==> config.mk <==
export PLATFORM = sky130hd
export DESIGN_NAME = mux_scan_ctrl
export DESIGN_NICKNAME = d
export VERILOG_FILES = /design/src/rtl/mux_scan_ctrl.sv
export SDC_FILE = /design/constraint.sdc
export NUM_CORES = 1
export LEC_CHECK = 0
export ABC_CLOCK_PERIOD_IN_PS = 5350
export CORE_ASPECT_RATIO = 1.25
export CORE_UTILIZATION = 46
export CTS_CLUSTER_DIAMETER = 30
export DETAILED_ROUTE_END_ITERATION = 7
export GPL_TIMING_DRIVEN = 0
export HOLD_SLACK_MARGIN = 0.05
export PLACE_DENSITY_LB_ADDON = 0.3
export SETUP_SLACK_MARGIN = 0.05
export SKIP_CTS_REPAIR_TIMING = 1
export SLEW_MARGIN = 20
export SYNTH_ARGS = -nofsm -noshare
export SYNTH_HDL_FRONTEND = slang
export SYNTH_SLANG_ARGS = --single-unit
==> constraint.sdc <==
create_clock -name clk -period 5.35 [get_ports clk]
set_clock_uncertainty 0.1 [all_clocks]
set_input_delay 0.8025 -clock clk [delete_from_list [all_inputs] [get_ports clk]]
set_output_delay 0.8025 -clock clk [all_outputs]
set_load 0.05 [all_outputs]
==> src/rtl/mux_scan_ctrl.sv <==
// mux_scan_ctrl: scans enabled mux inputs 0..3 in ascending order, holding each sel for DWELL cycles and capturing y_in into sample; ports clk, rst, start, mask, y_in -> sel, busy, done, sample
module mux_scan_ctrl #(
    parameter int DWELL = 2,
    parameter int CNT_W = 8
) (
    input  logic       clk,
    input  logic       rst,
    input  logic       start,
    input  logic [3:0] mask,
    input  logic       y_in,
    output logic [1:0] sel,
    output logic       busy,
    output logic       done,
    output logic [3:0] sample
);
    typedef enum logic [1:0] {IDLE, SCAN, DONE} state_t;
    state_t state, state_n;
    logic [CNT_W-1:0] cnt, cnt_n;
    logic [1:0] sel_n, first, nxt;
    logic [3:0] mask_q, mask_n, sample_n;
    logic more;
    always_comb begin
        first = 2'd0;
        nxt = sel;
        more = 1'b0;
        for (int i = 3; i >= 0; i--) begin
            if (mask[i]) first = 2'(i);
            if (mask_q[i] && i > int'(sel)) begin
                nxt = 2'(i);
                more = 1'b1;
            end
        end
    end
    always_comb begin
        state_n = state;
        cnt_n = cnt;
        sel_n = sel;
        mask_n = mask_q;
        sample_n = sample;
        case (state)
            IDLE: if (start) begin
                sample_n = 4'b0000;
                if (|mask) begin
                    mask_n = mask;
                    sel_n = first;
                    cnt_n = '0;
                    state_n = SCAN;
                end else state_n = DONE;
            end
            SCAN: if (cnt == CNT_W'(DWELL - 1)) begin
                sample_n[sel] = y_in;
                cnt_n = '0;
                if (more) sel_n = nxt;
                else state_n = DONE;
            end else cnt_n = cnt + CNT_W'(1);
            default: state_n = IDLE;
        endcase
    end
    always_ff @(posedge clk) begin
        if (rst) begin
            state <= IDLE;
            cnt <= '0;
            sel <= 2'd0;
            mask_q <= 4'b0000;
            sample <= 4'b0000;
        end else begin
            state <= state_n;
            cnt <= cnt_n;
            sel <= sel_n;
            mask_q <= mask_n;
            sample <= sample_n;
        end
    end
    assign busy = state == SCAN;
    assign done = state == DONE;
endmodule

# After elaboration in Yosys (flattened, before gate mapping)
# Cells that the tools add are included.
# Widths: inputs -> output; s select.
word_totals:
  ff_bits: 20
  latchBits: 0
  mem_bits_rw: 0
  romBits: 0
  in_bits: 8
  output_inout_bits: 8
  elab_cells: 62
  mem_count: 0
op_classes:
  n_addsub: 1
  multipliers: 0
  n_div: 0
  order_cmp: 5
  n_eq_ne: 9
  n_shift: 0
  n_mux: 30
  bitwise: 0
  n_reduce_logical: 12
ops:
  columns: ["op", "n"]
  rows:
  - ["$mux 2", 15]
  - ["$mux 8", 3]
  - ["$pmux 8 s2", 1]
  - ["$reduce_and 3->1", 4]
  - ["$add 8x1->8 const B", 1]
  - ["$eq 8x1->1 const B", 1]
  - ["$mux 4", 2]
  - ["$pmux 2 s2", 2]
  - ["$pmux 4 s2", 1]
  - ["$ne 2x2->1 const B", 3]
  - ["$reduce_and 6->1", 1]
  - ["$bwmux 4", 1]
  - ["$gt 2x2->1 const A", 2]
  - ["$logic_and 1x1->1", 4]
  - ["$mux 1", 4]
  - ["$ne 2x1->1 const B", 2]
  - ["$ne 4x1->1 const B", 1]
  - ["$reduce_or 4->1", 1]
  - ["$lt 2x3->1 const B", 1]
  - ["$demux 1 s2", 1]
  - ["$eq 2x1->1 const B", 1]
  - ["$eq 2x2->1 const B", 1]
  - ["$ge 2x1->1 const B", 1]
  - ["$gt 1x2->1 const A", 1]
  - ["other kinds (2)", 2]

# Depth between registers and ports, before layout
depth:
  ltp_word: 8
  depth_mapped: 7
  ltp_nobuf: 6

# Least setup slack after synthesis
# No wires, ideal clock.
synth_path:
  path_kind: "input port to flip-flop"
  from: "input port mask[3]"
  to: "register sel[1]"
  setup_time_ns: 0.086
  t_arrival_ns: 2.285
  t_required_ns: 5.164
  path_slack_ns: 2.879
  path_stages: 6
  path_buffers: 2
  cell_sequence: "or4_4 and3_4 buf_6 or3_1 buf_6 a221oi_2"
synth_between:
  elab_chain_cells: 7
  elab_cells_between_ends: 10
  classes_between: "1 x eq/ne; 7 x mux; 2 x reduce/logical"
synth_rtl:
  columns: ["element", "line_no", "text"]
  rows:
  - ["from (decl)", "9", "input logic [3:0] mask,"]
  - ["$mux 2 (4 in a row)", "27", "if (mask[i]) first = 2'(i);"]
  - ["$mux 2", "43", "if (|mask) begin"]
  - ["$mux 2", "41", "IDLE: if (start) begin"]
  - ["$pmux 2 s2", "40", "case (state)"]
  - ["to (signal assigned)", "69", "sel <= sel_n;"]
  - ["to (decl)", "11", "output logic [1:0] sel,"]
# Several ways; a longest one is shown, not always the timed one. The select of a mux whose other input is x is not followed.
# A chain may end at the register's enable or synchronous reset.

# Worst setup path in the final report
layout_path:
  from: "register state[0]"
  to: "output port busy"
layout_between:
  elab_chain_cells: 1
layout_rtl:
  columns: ["element", "line_no", "text"]
  rows:
  - ["from (decl)", "17", "state_t state, state_n;"]
  - ["from (signal assigned)", "67", "state <= state_n;"]
  - ["$eq 2x1->1", "74", "assign busy = state == SCAN;"]
  - ["to (decl)", "12", "output logic busy,"]
# Every way passes these cells.

==> results.ini <==
[outcome]
status=complete, no violations

[critical_path]
critPathBufInv=2
worstPathCellList=or2b_2, inv_1, clkdlybuf4s50_1
path_max_fanout=5
worst_setup_path_start_kind=flop
critPathRequiredTime_ns=4.45
arrival_ns=2.01
r2r_setup_slack_ns=3.20
crit_path_top_delay_cell=clkdlybuf4s50_1
crit_family=buffers and inverters
cpPeakStageDelay_ns=0.83
end_kind=output port
crit_type=reg -> out

[floorplan]
die_h_um=55.3
coreArea_mm2=0.00205
start_util_pct=51.0
ios=16
fp.dieW_um=44.6
rows=18
die_area_mm2=0.00247

[yosys]
syn_nets=126
synth_xor_area_share_pct=5.87
ys_types=35
synth-simple-area-share_pct=23.6
avgSynthCellArea_um2=9.01
synth.largest_area_cell=dfxtp_1
synth_adder_area_share_pct=2.40
ys_warn_count=0
muxShareOfSynthArea_pct=6.71
yosys.area.top_type_share_pct=36.4
synth_area_leaders=dfxtp_1 36%, mux2i_1 6.7%, nor2_1 6.1%, xnor2_1 5.9%, buf_6 4.3%
synth_top_family_by_area=simple AND/OR/NAND/NOR gates
synthesis.instances=116
yosysSeqAreaShare_pct=36.4
ys_ff_latch=19
syn_area_mm2=0.00104
synth_compound_area_share_pct=17.7

[route]
dr_total_vias=910
first_iter_violations=27
drtAntennaViolNets=0
viasPerCell=5.55
routedWlPerCell_um=12.6
routed_wirelength_um=2060
drc_errors=0
dr.pass1.iters=4

[cts]
clockBufferDepth=2
cts-root-buf=clkbuf_4
cts_buffers=3
h-tree-depth=1
cts_tree=yes
clk_pin_slew_worst_paths_ns=0.12
clock_sinks=19
clock_latency_ns=0.31

[finish]
layout-drive-gt1-share_pct=12.7
final_common_cell=dfxtp_1
n_antenna_cell=0
stdcell_count=164
layout_common_cells=19 x dfxtp_1, 17 x nor2_1, 14 x clkdlybuf4s50_1
syn2layout_area_growth_pct=19.6
final_area_mm2=0.00125
nets=145
final.fill_count=182

[timing]
fin_crit_sh_pct=54.4
holdWs_ns=0.380
worst_pin_slew_ns=1.12
hold_viol=0
setup_slack_ns=2.44
setup-tns-final_ns=0
finalCriticalPeriod_ns=2.91
slew_headroom_pct=24.2
drv_slew=0
rsz0062_at_grt=no
max_freq_mhz=344
setup_viol=0

[place]
port-buffer-count=14
dp_hpwl_um=1540
pre_cts_ws_ns=2.22
placed_area_mm2=0.00122
place.gp.congestion=0.879
dp.cells=160

[min_path]
hold_class=reg -> reg

[grt]
antenna_found_initial=0
grt_overflow=0
grt_pass1_vias=800
grt_pass1_wl_um=3420
grt_max_degree=12
grt.total_usage_pct=18.1

[power_and_ir_drop]
p_per_area_mw_per_mm2=263
leakage_nw=0.465
irDropWorstVdd_mv=0.166

[job]
max_cap_viol_count=0

## final cells by class
class / count / area (um^2) / share of cell area (%)
Multi-Input combinational cell: 85 / 588 / 47.0
Inverter: 7 / 26.3 / 2.10
Sequential cell: 19 / 380 / 30.4
Clock buffer: 3 / 22.5 / 1.80
Tap cell: 30 / 37.5 / 3.00
Clock inverter: 1 / 5.00 / 0.400
Timing Repair Buffer: 14 / 140 / 11.2
Buffer: 5 / 50.0 / 4.00
## cells by family after synthesis
| logic type | Yosys count |
|---|---|
| compound gates | 23 |
| xor+xnor | 7 |
| fa+ha+maj | 2 |
| buf+inv | 12 |
| flops | 19 |
| mux | 7 |
| simple gates | 46 |
## where the power goes
| group | total, W | internal (W) | switching, W |
|---|---|---|---|
| sequential | 0.000159 | 0.000150 | 0.00000956 |
| combinational | 0.0000951 | 0.0000404 | 0.0000547 |
| clock | 0.0000747 | 0.0000279 | 0.0000468 |
| total | 0.000329 | 0.000218 | 0.000111 |
## synth_stat cells (all sizes together)
library cell / number
or3: 2
o21ba: 1
nor3: 1
or4: 1
or4b: 1
mux2i: 7
a21oi: 3
dfxtp: 19
o41ai: 3
a21boi: 1
or2b: 1
o21ai: 2
a221oi: 3
buf: 4
nand2b: 1
nand3b: 2
inv: 7
nor2: 17
nand4: 1
a2111oi: 3
a211oi: 4
and3: 2
nand2: 8
a31oi: 1
nand3: 7
ha: 2
clkbuf: 1
o31a: 1
o31ai: 1
xnor2: 7
nor2b: 2
## tightest hold or removal path, delay by kind of cell (launching register included)
family	cells	cell delay, ns
flops	1	0.34
mux	1	0.05
simple gates	1	0.06
## per-layer routing
| layer | vias up | wire length [um] | GRT usage, % |
|---|---|---|---|
| li1 | 454 | - | - |
| met1 | 429 | 950 | 22.9 |
| met2 | 22 | 995 | 29.4 |
| met3 | 5 | 67 | 1.96 |
| met4 | 0 | 46 | 9.52 |
| met5 | - | 0 | 0 |
## worst paths after layout
path,from,endpoint,cells past startpoint
max,state[0]$_SDFFE_PP0P_,busy,3
min,sample[1]$_SDFFE_PP0P_,sample[1]$_SDFFE_PP0P_,2
max reg2reg,cnt[0]$_SDFFE_PP0P_,sel[0]$_SDFFE_PP0P_,5
min reg2reg,sample[1]$_SDFFE_PP0P_,sample[1]$_SDFFE_PP0P_,2
## state kept, by name, summed over array words and instances (netlist names)
signal / count
cnt: 8
sample: 4
mask_q: 3
sel: 2
state: 2
## per-stage QoR
stage               utilization, %  power [W]
finish                        61.0   0.000329
global route                  61.0   0.000348
CTS                           61.0   0.000330
detailed placement            59.6   0.000257
global placement              59.6   0.000254
floorplan                        -   0.000231
(Power assumes the default switching activity.)
